===== src/rtl/arm_dmem_pkg.sv =====
// Shared encodings and lane helpers for the ARM data memory controller.
// Steering and extension live here so that the top level stays a plain datapath.
package arm_dmem_pkg;

   localparam logic [1:0] SZ_BYTE = 2'b00;
   localparam logic [1:0] SZ_HALF = 2'b01;
   localparam logic [1:0] SZ_WORD = 2'b10;
   localparam logic [1:0] SZ_ILL  = 2'b11;

   typedef enum logic {ST_INIT, ST_IDLE} state_t;

   function automatic logic [3:0] lane_en(input logic [1:0] size, input logic [1:0] off);
      case (size)
         SZ_BYTE: lane_en = 4'b0001 << off;
         SZ_HALF: lane_en = off[1] ? 4'b1100 : 4'b0011;
         SZ_WORD: lane_en = 4'b1111;
         default: lane_en = 4'b0000;
      endcase
   endfunction

   function automatic logic misaligned(input logic [1:0] size, input logic [1:0] off);
      misaligned = (size == SZ_ILL) ||
                   ((size == SZ_HALF) && off[0]) ||
                   ((size == SZ_WORD) && (off != 2'b00));
   endfunction

   function automatic logic [31:0] load_ext(input logic [31:0] word, input logic [1:0] size,
                                           input logic [1:0] off, input logic sign);
      logic [31:0] sh;
      sh = word >> {off, 3'b000};
      case (size)
         SZ_BYTE: load_ext = {{24{sign & sh[7]}}, sh[7:0]};
         SZ_HALF: load_ext = {{16{sign & sh[15]}}, sh[15:0]};
         default: load_ext = word;
      endcase
   endfunction

endpackage


===== src/rtl/dmem_bram.sv =====
// Single-port word RAM built from four byte-lane arrays, registered read, no reset.
// Read-during-write returns the old contents of the addressed word.
module dmem_bram #(
   parameter int DEPTH = 64,
   parameter int AW    = 6
) (
   input  logic          clk,
   input  logic [3:0]    i_we,
   input  logic [AW-1:0] i_addr,
   input  logic [31:0]   i_wdata,
   output logic [31:0]   o_rdata
);

   genvar gi;
   generate
      for (gi = 0; gi < 4; gi++) begin : g_lane
         logic [7:0] r_mem [DEPTH];
         logic [7:0] r_q;

         always_ff @(posedge clk) begin
            if (i_we[gi])
               r_mem[i_addr] <= i_wdata[gi*8 +: 8];
            r_q <= r_mem[i_addr];
         end

         assign o_rdata[gi*8 +: 8] = r_q;
      end
   endgenerate

endmodule


===== src/rtl/arm_dmem_ctrl.sv =====
// Byte-addressed data memory for the ARM MEM stage: zero-fill sweep, lane steering, sign/zero extension.
// Optional macro DMEM_OUTREG_EN adds one output register stage (load and err latency become 2).
module arm_dmem_ctrl
   import arm_dmem_pkg::*;
#(
   parameter int ADDR_W    = 8,
   parameter bit INIT_ZERO = 1'b1
) (
   input  logic              clk,
   input  logic              rst,
   input  logic              req,
   input  logic              we,
   input  logic [1:0]        size,
   input  logic              sign,
   input  logic [ADDR_W-1:0] addr,
   input  logic [31:0]       wdata,
   output logic              ready,
   output logic [31:0]       rdata,
   output logic              rvalid,
   output logic              err
);

   localparam int IDX_W = ADDR_W - 2;
   localparam int DEPTH = 2 ** IDX_W;
   localparam logic [IDX_W-1:0] IDX_LAST = IDX_W'(DEPTH - 1);

   state_t            r_state, w_state_next;
   logic [IDX_W-1:0]  r_idx, w_idx_next;
   logic              w_idle, w_accept, w_bad, w_load, w_store;
   logic [3:0]        w_ram_we;
   logic [IDX_W-1:0]  w_ram_idx;
   logic [31:0]       w_ram_wdata, w_ram_q, w_st_data, w_rdata;
   logic [1:0]        r_ld_size, r_ld_off;
   logic              r_ld_sign, r_rvalid, r_err;
   logic [31:0]       r_rdata;

   assign w_idle   = (r_state == ST_IDLE);
   assign ready    = w_idle;
   assign w_accept = req & w_idle;
   assign w_bad    = misaligned(size, addr[1:0]);
   assign w_load   = w_accept & ~we & ~w_bad;
   assign w_store  = w_accept & we & ~w_bad;

   // Replicate the low store bits across all lanes; the lane enables pick the target.
   always_comb begin
      case (size)
         SZ_BYTE: w_st_data = {4{wdata[7:0]}};
         SZ_HALF: w_st_data = {2{wdata[15:0]}};
         default: w_st_data = wdata;
      endcase
   end

   always_comb begin
      w_state_next = r_state;
      w_idx_next   = r_idx;
      w_ram_we     = 4'b0000;
      w_ram_idx    = addr[ADDR_W-1:2];
      w_ram_wdata  = w_st_data;
      case (r_state)
         ST_INIT: begin
            w_ram_we    = 4'b1111;
            w_ram_idx   = r_idx;
            w_ram_wdata = 32'h0;
            if (r_idx == IDX_LAST)
               w_state_next = ST_IDLE;
            else
               w_idx_next = r_idx + 1'b1;
         end
         default: begin
            if (w_store)
               w_ram_we = lane_en(size, addr[1:0]);
         end
      endcase
   end

   always_ff @(posedge clk) begin
      if (rst) begin
         r_state <= INIT_ZERO ? ST_INIT : ST_IDLE;
         r_idx   <= '0;
      end else begin
         r_state <= w_state_next;
         r_idx   <= w_idx_next;
      end
   end

   dmem_bram #(.DEPTH(DEPTH), .AW(IDX_W)) u_bram (
      .clk     (clk),
      .i_we    (w_ram_we),
      .i_addr  (w_ram_idx),
      .i_wdata (w_ram_wdata),
      .o_rdata (w_ram_q)
   );

   // The RAM output register is the load pipeline stage; r_rdata only holds the last result.
   assign w_rdata = r_rvalid ? load_ext(w_ram_q, r_ld_size, r_ld_off, r_ld_sign) : r_rdata;

   always_ff @(posedge clk) begin
      if (rst) begin
         r_rvalid  <= 1'b0;
         r_err     <= 1'b0;
         r_rdata   <= 32'h0;
         r_ld_size <= SZ_WORD;
         r_ld_off  <= 2'b00;
         r_ld_sign <= 1'b0;
      end else begin
         r_rvalid <= w_load;
         r_err    <= w_accept & w_bad;
         r_rdata  <= w_rdata;
         if (w_load) begin
            r_ld_size <= size;
            r_ld_off  <= addr[1:0];
            r_ld_sign <= sign;
         end
      end
   end

`ifdef DMEM_OUTREG_EN
   logic        r_rvalid_o, r_err_o;
   logic [31:0] r_rdata_o;

   always_ff @(posedge clk) begin
      if (rst) begin
         r_rvalid_o <= 1'b0;
         r_err_o    <= 1'b0;
         r_rdata_o  <= 32'h0;
      end else begin
         r_rvalid_o <= r_rvalid;
         r_err_o    <= r_err;
         r_rdata_o  <= w_rdata;
      end
   end

   assign rvalid = r_rvalid_o;
   assign err    = r_err_o;
   assign rdata  = r_rdata_o;
`else
   assign rvalid = r_rvalid;
   assign err    = r_err;
   assign rdata  = w_rdata;
`endif

endmodule


===== config.mk =====
export PLATFORM = sky130hd
export DESIGN_NAME = arm_dmem_ctrl
export DESIGN_NICKNAME = d
export VERILOG_FILES = /design/src/rtl/arm_dmem_pkg.sv /design/src/rtl/dmem_bram.sv /design/src/rtl/arm_dmem_ctrl.sv
export SDC_FILE = /design/constraint.sdc
export NUM_CORES = 2
export LEC_CHECK = 0
export CAP_MARGIN = 20
export CORE_ASPECT_RATIO = 1.25
export CORE_UTILIZATION = 25
export CTS_BUF_LIST = sky130_fd_sc_hd__clkbuf_8
export CTS_CLUSTER_DIAMETER = 30
export DETAILED_ROUTE_END_ITERATION = 10
export MAX_ROUTING_LAYER = met4
export SLEW_MARGIN = 20
export SYNTH_ARGS = -nofsm -noshare
export SYNTH_HDL_FRONTEND = slang
export SYNTH_SLANG_ARGS = --single-unit

===== constraint.sdc =====
create_clock -name clk -period 5.8 [get_ports clk]
set_clock_uncertainty 0.05 [all_clocks]
set_input_delay 0.58 -clock clk [delete_from_list [all_inputs] [get_ports clk]]
set_output_delay 0.58 -clock clk [all_outputs]
set_load 0.05 [all_outputs]

==> flow_summary.yaml <==
worst_setup_path:
  cp_max_fo: 20
  critPathKind: "reg2out"
  endpoint_kind: "primary output"
  arrival_ns: 4.16
  rrSetupSlack_ns: 1.15
  critPathLaunchType: "register"
  cp.required_ns: 5.17
global_routing:
  grtUsageTotal_pct: 14.7
  grt_pass1_vias: 50000
  overflow: 0
  antenna_found_initial: 5
  grt_max_degree: 116
  grt_first_pass_wirelength_mm: 349
layout:
  nets: 5401
  layout-drive-gt1-share_pct: 16.4
  nFillCells: 31700
  instances_no_fill: 9834
  layout-area-overhead-vs-synth_pct: 17.3
place:
  gpl.final_weighted_congestion: 0.845
  port_buffers: 81
  dp.cells: 9259
  dp_hpwl_mm: 144
synth:
  yosysMostFrequentCell: "edfxtp_1"
  ys_seq_area_share_pct: 78.0
  syn_nets: 5093
  synth.cell_area_sq_mm: 0.0808
  synth.distinct_cells: 57
  async_reset_ff_share_pct: 0
  ys_ff_latch: 2126
  synth-edff-count: 2048
  ys.warnings.count: 0
  yosysTopAreaCell: "edfxtp_1"
  synthTopCellsByCount: "2,048 x edfxtp_1, 665 x o21ai_0, 584 x a22oi_1, 282 x clkbuf_1, 265 x nor3_1"
  synth.top_cells.by_area: "edfxtp_1 76%, a22oi_1 5.4%, o21ai_0 4.1%, dfxtp_1 1.9%, and4_1 1.7%"
  synth_top_cell_area_share_pct: 76.1
  post_synth.cell_area_avg_sq_um: 16.0
  synthCells: 5045
  synth_ff_type: "edfxtp_1"
die:
  start_util_pct: 25.1
  placeableCoreArea_sq_mm: 0.322
  die_y_um: 638
  rows: 233
  die_area_sq_mm: 0.326
  num_io_pins: 82
  die_w_um: 511
timing:
  tightestPinTransition_ns: 1.21
  finalCritPeriodShare_pct: 82.5
  rsz0062_at_grt: "no"
  setup_viol: 0
  slew_violations: 0
  fin_tns_setup_ns: 0
  finalHoldViolCount: 0
  fin_crit_ns: 4.79
  relSlewSlack_pct: 19.0
  fmax_mhz: 209
power:
  power_mw: 30.4
  peakVddDrop_mv: 0.189
  p_per_area_mw_per_mm2: 321
  cellLeakagePower_nw: 29.7
clock_tree:
  cts-root-buf: "clkbuf_8"
  tritoncts: "yes"
  hold_buffers: 0
  cts-buffers-inserted: 320
  clock_latency_ns: 0.94
  ctsResizeCount: 0
  cts_htree_levels: 5
  path_clk_slew_ns: 0.06
  clockBufferDepth: 4
  clkSinkCount: 2126
  cts_setup_buffers: 0
route:
  drt-initial-drc-count: 5705
  routedWlPerCell_um: 24.7
  drc: 0
  dr.pass1.iters: 6
  avgViaCountPerCell: 5.10
  vias: 50200
  wl_mm: 243
  drtAntennaViolNets: 0
status:
  status: "finished, final reports clean"
job:
  maxCapViolations: 0
hold_path:
  min_path_type: "in2reg"
-- cell families after synthesis --
kind of cell / count (synthesis) / share of synthesized area, %
flip-flops: 2126 / 78.0
multiplexers: 40 / 0.512
buffers and inverters: 444 / 2.36
adder cells (fa/ha/maj): 1 / 0.0155
XOR/XNOR: 3 / 0.0325
AO/OA/AOI/OAI: 1693 / 13.6
AND/OR/NAND/NOR: 738 / 5.49
-- worst max-delay path, cell delays in order, from the launching register on --
cell and delay [ns]:
dfxtp_1 0.98, nor2b_1 0.33, a2bb2oi_1 0.24, mux2i_1 0.12, a21boi_2 0.62, a21oi_1 0.20
clkdlybuf4s50_1 0.75
-- flip-flops by register name, summed over array words and instances (netlist names) --
signal and flops:
err 1, r_idx 6, r_ld_off 2, r_ld_sign 1
r_ld_size 2, r_rdata 32, ready 1, rvalid 1
u_bram.g_lane.r_mem 2048, u_bram.g_lane.r_q 32
-- metrics by stage --
| stage | worst slack, ns | utilization [%] | instance area (sq um) | hold slack (ns) |
|---|---|---|---|---|
| after global routing | 0.709 | 29.5 | 94800 | 0.265 |
| after detailed placement | 1.06 | 27.5 | 88400 | 0.460 |
| after floorplan | 0.726 | - | 80800 | 0.425 |
| after CTS | 0.953 | 29.4 | 94600 | 0.178 |
| after global placement | 1.07 | 27.4 | 88300 | 0.455 |
| final | 1.01 | 29.5 | 94800 | 0.250 |
-- path summary, 6_finish.rpt --
kind | to | depth (start not counted) | start
max | rdata[25] | 6 | r_ld_off[0]$_SDFFE_PP0P_
min | err$_SDFF_PP0_ | 3 | req
max reg2reg | u_bram.g_lane[3].r_q[5]$_DFF_P_ | 8 | ready$_SDFF_PP0_
min reg2reg | r_rdata[9]$_SDFF_PP0_ | 2 | r_rdata[9]$_SDFF_PP0_
-- where the power goes --
group,leakage (nW),total (mW),switching [mW],internal [mW]
registers,21.0,16.9,0.169,16.7
logic,5.22,1.38,0.976,0.405
clock network,3.50,12.2,5.83,6.33
-- cells in the final DEF (no fill, tap or decap), types with 60 or more instances in the layout --
| cell type | synthesis | final |
|---|---|---|
| a31oi_1 | 156 | 156 |
| nor2_1 | 70 | 60 |
| a221oi_1 | 69 | 69 |
| nor3_1 | 265 | 220 |
| a22oi_1 | 584 | 584 |
| inv_1 | 14 | 105 |
| buf_4 | 5 | 304 |
| clkdlybuf4s50_1 | 0 | 81 |
| a22o_1 | 62 | 62 |
| clkbuf_8 | 0 | 337 |
| and4_1 | 159 | 158 |
| nand4_1 | 60 | 60 |
| o21ai_0 | 665 | 665 |
| edfxtp_1 | 2048 | 2048 |
| dfxtp_1 | 78 | 77 |
-- layout make-up --
type                    instances  area (sq um)  share of cell area, %
clock inverters               230          1610                   1.69
well taps                    4230          5290                   5.58
repair buffers                416          3690                   3.89
inverters                      14          52.6                 0.0554
diodes                          6          15.0                 0.0158
multi-input cells            2475         16500                   17.4
flip-flops and latches       2126         63100                   66.5
clock buffers                 337          4640                   4.89
-- routing by layer --
layer  routed length [um]  track usage, %  part of all wire [%]  vias up
met5                    0               -                     0        -
met4                10700            6.37                   4.4        0
met3                19800            2.41                   8.2      505
met2               122000            24.9                    50     2640
met1                90400            17.2                    37    25800
li1                     -               -                     -    21300
(Power assumes the default switching activity.)
